===== config.mk =====
export PLATFORM = sky130hd
export DESIGN_NAME = sensor_capture
export DESIGN_NICKNAME = d
export VERILOG_FILES = /design/src/rtl/sensor_capture.sv
export SDC_FILE = /design/constraint.sdc
export NUM_CORES = 1
export LEC_CHECK = 0
export BUFFER_PORTS_ARGS = -buffer_cell sky130_fd_sc_hd__buf_2
export CAP_MARGIN = 20
export CORE_ASPECT_RATIO = 0.8
export CORE_MARGIN = 4
export CORE_UTILIZATION = 55
export CTS_CLUSTER_DIAMETER = 50
export CTS_CLUSTER_SIZE = 40
export DETAILED_ROUTE_END_ITERATION = 7
export GPL_ROUTABILITY_DRIVEN = 1
export GPL_TIMING_DRIVEN = 0
export MAX_ROUTING_LAYER = met4
export PLACE_DENSITY = 0.71
export RECOVER_POWER = 50
export SYNTH_ARGS = -nofsm -noshare
export SYNTH_HDL_FRONTEND = slang
export SYNTH_SLANG_ARGS = --single-unit

===== constraint.sdc =====
create_clock -name clk -period 10.8 [get_ports clk]
set_clock_uncertainty 0.05 [all_clocks]
set_input_delay 3.24 -clock clk [delete_from_list [all_inputs] [get_ports clk]]
set_output_delay 3.24 -clock clk [all_outputs]
set_load 0.005 [all_outputs]

===== src/rtl/sensor_capture.sv =====
// Pixel capture stage: aligns to a full VD window, tags sof/eol/eof and buffers pixels in a FWFT FIFO.
// Optional line-length check enabled by defining LINE_LEN_CHECK_EN.
module sensor_capture #(
  parameter int DW         = 8,
  parameter int FIFO_DEPTH = 16,
  parameter int H_ACTIVE   = 57
) (
  input  logic          clk,
  input  logic          rst_n,
  input  logic          hd,
  input  logic          vd,
  input  logic [DW-1:0] pix_data,
  input  logic          out_ready,
  output logic          out_valid,
  output logic [DW-1:0] out_data,
  output logic          out_sof,
  output logic          out_eol,
  output logic          out_eof,
  output logic          overflow,
  output logic          line_err,
  output logic [15:0]   frame_cnt
);

  localparam int AW = $clog2(FIFO_DEPTH);
  localparam int EW = DW + 3;

  typedef enum logic [1:0] {WAIT_LOW, WAIT_SOF, CAPTURE} state_t;

  state_t          state, state_nxt;
  logic            sof_flag;
  logic            pend_valid;
  logic [DW-1:0]   pend_data;
  logic            pend_sof;
  logic [EW-1:0]   mem [FIFO_DEPTH];
  logic [AW-1:0]   wptr, rptr;
  logic [AW:0]     count;
  logic [EW-1:0]   head;
  logic            sample, push, push_eol, push_eof, pop, full, wr_en;

  always_ff @(posedge clk) begin
    if (!rst_n) state <= WAIT_LOW;
    else        state <= state_nxt;
  end

  always_comb begin
    state_nxt = state;
    case (state)
      WAIT_LOW: if (!vd) state_nxt = WAIT_SOF;
      WAIT_SOF: if (vd)  state_nxt = CAPTURE;
      CAPTURE:  if (!vd) state_nxt = WAIT_SOF;
      default:  state_nxt = WAIT_LOW;
    endcase
  end

  // The pending register delays each sample by one so the hd/vd fall can tag it.
  assign sample   = (state == CAPTURE) && hd && vd;
  assign push     = pend_valid && (sample || !hd);
  assign push_eol = !hd;
  assign push_eof = !hd && !vd;
  assign pop      = out_valid && out_ready;
  assign full     = (count == (AW+1)'(FIFO_DEPTH));
  assign wr_en    = push && (!full || pop);

  always_ff @(posedge clk) begin
    if (!rst_n) begin
      sof_flag   <= 1'b0;
      pend_valid <= 1'b0;
      pend_data  <= '0;
      pend_sof   <= 1'b0;
      frame_cnt  <= '0;
      overflow   <= 1'b0;
    end else begin
      if (state == WAIT_SOF && vd) sof_flag <= 1'b1;
      else if (sample)             sof_flag <= 1'b0;
      if (sample) begin
        pend_valid <= 1'b1;
        pend_data  <= pix_data;
        pend_sof   <= sof_flag;
        if (sof_flag) frame_cnt <= frame_cnt + 16'd1;
      end else if (push) begin
        pend_valid <= 1'b0;
      end
      if (push && full && !pop) overflow <= 1'b1;
    end
  end

  always_ff @(posedge clk) begin
    if (wr_en) mem[wptr] <= {pend_data, pend_sof, push_eol && !sample, push_eof && !sample};
  end

  always_ff @(posedge clk) begin
    if (!rst_n) begin
      wptr  <= '0;
      rptr  <= '0;
      count <= '0;
    end else begin
      if (wr_en) wptr <= wptr + AW'(1);
      if (pop)   rptr <= rptr + AW'(1);
      if (wr_en && !pop)      count <= count + (AW+1)'(1);
      else if (!wr_en && pop) count <= count - (AW+1)'(1);
    end
  end

  assign head      = mem[rptr];
  assign out_valid = (count != '0);
  assign out_data  = out_valid ? head[EW-1:3] : '0;
  assign out_sof   = out_valid && head[2];
  assign out_eol   = out_valid && head[1];
  assign out_eof   = out_valid && head[0];

`ifdef LINE_LEN_CHECK_EN
  localparam int LW = $clog2(H_ACTIVE + 1);
  logic [LW-1:0] line_len;
  logic          line_err_q;

  always_ff @(posedge clk) begin
    if (!rst_n) begin
      line_len   <= '0;
      line_err_q <= 1'b0;
    end else if (push && push_eol) begin
      line_len <= '0;
      if (line_len != LW'(H_ACTIVE)) line_err_q <= 1'b1;
    end else if (sample && line_len != '1) begin
      line_len <= line_len + LW'(1);
    end
  end

  assign line_err = line_err_q;
`else
  // Constant-false expression keeps H_ACTIVE referenced when the check is not built.
  assign line_err = (H_ACTIVE < 0);
`endif

endmodule


==> metrics.md <==
| Metric | Value |
|---|---|
| Critical path class | `reg2out` |
| WL/cell | `21.4 um` |
| Area after DPL | `0.00951 mm2` |
| Hold crit path type | `reg2reg` |
| Area leader, netlist | `edfxtp_1` |
| Via count of the first global-routing pass | `5,019` |
| Switch share | `0.267` |
| CP Max Fanout | `10` |
| Flops & latches, synth | `223` |
| Tot GR Track Use | `0.202` |
| Post-Syn Instances | `537` |
| Post-synthesis async set-or-reset flop share | `0` |
| Crit path largest cell delay | `0.57 ns` |
| GR met3 Demand/Resource | `0.0325` |
| Worst-Margin Slew | `0.919 ns` |
| Worst-path cell chain | `clkbuf_1 -> clkbuf_1 -> buf_2 -> mux2i_1 -> a211oi_1 -> buf_2` |
| Via count | `4,894` |
| Core ar. | `0.0159 mm2` |
| Clock Tree Root | `clkbuf_16` |
| Fillers | `1,172` |
| CP Capture Type | `primary output` |
| IO buf count | `40` |
| Maximum VDD drop | `0.128 mV` |
| Psw | `501 uW` |
| Internal cell power | `1380 uW` |
| Reg power frac | `0.499` |
| Dominant cells by area after synthesis | `edfxtp_1, mux4_2, dfxtp_1, a211oi_1, mux2i_1` |
| Post-synth EDFFs | `about 180` |
| Diode count | `0` |
| Row Count | `41` |
| Avg Synthesized Cell Area | `roughly 17 um2` |
| TritonCTS clock tree | `yes` |
| Clock Power Share | `0.329` |
| Final Util | `0.631` |
| Worst skew pair latency | `0.47 ns` |
| DRT iter0 DRCs | `just under 400` |
| PwrDens | `188 mW/mm2` |
| Full die area | `0.0184 mm2` |
| Total wire length | `17,600 um` |
| Die X | `151 um` |
| Clock slew at reported path FFs | `0.08 ns` |
| Reg2Reg Setup Slack | `7.56 ns` |
| Final Hold Vio Count | `0` |
| Top delay family on crit path | `buffers and inverters` |
| PnR worst setup slack | `4.65 ns` |
| Clock tree buffer depth | `3` |
| DIE HEIGHT | `about 120 um` |
| Sink Count | `223` |
| Worst EP arrival | `about 2.9 ns` |
| Pre-antenna DRT Iters | `5` |
| Peak Freq | `163 MHz` |
| Final non-filler cell total | `slightly above 800` |
| H-Tree Depth | `1` |
| Endpoints failing setup | `0` |
| Worst slack, placed | `4.57 ns` |
| Status | `finished, final reports clean` |
| Layout cells sized above 1 | `0.211` |
| Global route hottest layer | `met2` |
| Initial core utilization | `0.565` |
| Max-cap violations | `0` |
| Final period util | `0.569` |
| Slowest cell on the critical path | `clkbuf_1` |
| GRT met1 Usage | `0.281` |
| P&R area growth vs syn | `11.7%` |
| Met2 GRT Util | `0.327` |
| Crit path launch type | `flop` |
| # DRC | `0` |
| Finished Cell Area | `between 0.01 and 0.015 mm2` |
| Area fraction of the dominant cell type after synthesis | `0.589` |
| Worst relative slew slack | `0.385` |
| Routed vias/inst | `5.96` |
| Pins Over Slew Limit | `0` |
| CTS Hold Bufs | `0` |
| Dpl hpwl | `11,600 um` |
| Register area share after synthesis | `0.694` |
| Unrepaired setup endpoints after global routing | `false` |
| Fin Setup TNS | `0 ns` |
| Power share of the combinational group | `0.172` |
| Mapped Area | `0.00898 mm2` |
| Mapped Nets | `561` |
| Final Critical Period | `6.15 ns` |
| Netlist cell types | `44` |
| Synth warnings | `0` |
| Routed Antenna Nets | `0` |
| CP required | `between 7 and 8 ns` |
| Pleak | `0.00311 uW` |
| Worst path bufs/invs | `4` |
| CTS buffer count | `17` |
| Initial antenna violation count | `0` |
| Final GP Congestion | `between 0.8 and 0.9` |
| Grt ovf | `0` |
| Fin nets | `620` |
| Largest net degree at the start of global routing | `25` |
| Post_cts resized | `0` |
| Post-CTS setup buffers | `0` |
| Most used DFF post-synth | `edfxtp_1` |
| First-pass GRT wire length | `27,800 um` |
| I/O pin count | `43` |
| DP Cell Count | `roughly 790` |
-- logic make-up (layout without fill, tap and decap cells) --
family                     count (synthesis)  in the layout  synth area share
and+or+nand+nor                          125            125            0.0833
adders and majority gates                 11             11            0.0162
other                                      1              1          0.000418
xor gates and xnor gates                  15             15            0.0146
buffers and inverters                     39            108            0.0187
muxes                                     60             60             0.128
AOI/OAI and AO/OA                         63             63            0.0450
DFF                                      223            223             0.694
-- worst paths after layout --
path	from	to	cells past startpoint
min reg2reg	pend_valid	pend_valid	2
max	flop	out_data[4]	6
min	pend_valid	pend_valid	2
max reg2reg	count[0]	count[3]	11
-- registers in the layout, indices dropped and copies added (netlist names), named ones only --
name / count
state: 2
wptr: 4
mem: 176
overflow: 1
pend_sof: 1
pend_data: 8
count: 5
pend_valid: 1
rptr: 4
sof_flag: 1
frame_cnt: 16
-- power groups by stage --
stage | registers, uW | clock network (uW) | logic, uW
floorplan | 955 | 0 | 225
global placement | 958 | 0 | 318
detailed placement | 959 | 0 | 327
CTS | 939 | 630 | 328
global route | 941 | 664 | 353
finish | 939 | 619 | 323
-- per-layer routing --
metal,vias to the layer above,routed length [um]
li1,2252,-
met1,2496,7710
met2,123,8720
met3,23,867
met4,0,267
met5,-,0
-- synth_stat cells, types with 2 or more instances --
| master | number |
|---|---|
| xnor2_1 | 9 |
| xor2_1 | 6 |
| nand4_1 | 4 |
| nor2b_1 | 11 |
| nor3_1 | 3 |
| o21a_1 | 3 |
| buf_4 | 2 |
| nand2_1 | 29 |
| dfxtp_1 | 47 |
| clkbuf_1 | 17 |
| inv_1 | 9 |
| o211ai_1 | 2 |
| mux4_2 | 44 |
| nor2_1 | 23 |
| or3_1 | 3 |
| mux2i_1 | 16 |
| a211oi_1 | 25 |
| o31ai_1 | 2 |
| ha_1 | 10 |
| or4_1 | 3 |
| o21ai_0 | 5 |
| buf_2 | 11 |
| nor4bb_1 | 4 |
| nor4_1 | 7 |
| edfxtp_1 | 176 |
| a21oi_1 | 22 |
| and4b_1 | 10 |
| and4_1 | 5 |
| nand2b_1 | 3 |
| nand3_1 | 12 |
-- placed cells by master (no fill, tap or decap), types with 4 or more instances in the layout --
master and instances:
and4b_1 10, a21oi_1 22, nand4_1 4, ha_1 10, mux2i_1 16, inv_1 9
clkbuf_16 17, or3_1 4, xnor2_1 9, mux4_2 44, a211oi_1 25, and4_1 5
xor2_1 6, dfxtp_1 47, clkbuf_1 19, o21ai_0 5, nor4bb_4 4, nor4_1 7
buf_2 49, nand3_1 12, edfxtp_1 176, nand2_1 29, nor2b_1 11, nor2_1 23
-- tightest hold or removal path: stages (launching register included) --
cell and delay, ns:
dfxtp_1 0.32, nand2_1 0.05, a21oi_1 0.05
-- area by class of cell --
cell class | count | area (um2) | share of cell area
clock inverter | 12 | 118 | 0.0117
sequential | 223 | 6230 | 0.621
timing repair buffer | 40 | 198 | 0.0197
inverter | 9 | 33.8 | 0.00337
clock buffer | 17 | 425 | 0.0424
tap | 215 | 269 | 0.0268
buffer | 30 | 134 | 0.0134
multi-input combinational | 275 | 2620 | 0.262
-- through the flow --
stage	hold WS (ns)	total power, uW
after floorplan	0.396	1180
after global placement	0.402	1280
after detailed placement	0.413	1290
after CTS	0.423	1900
after global routing	0.452	1960
final	0.421	1880
(Power assumes the default switching activity.)
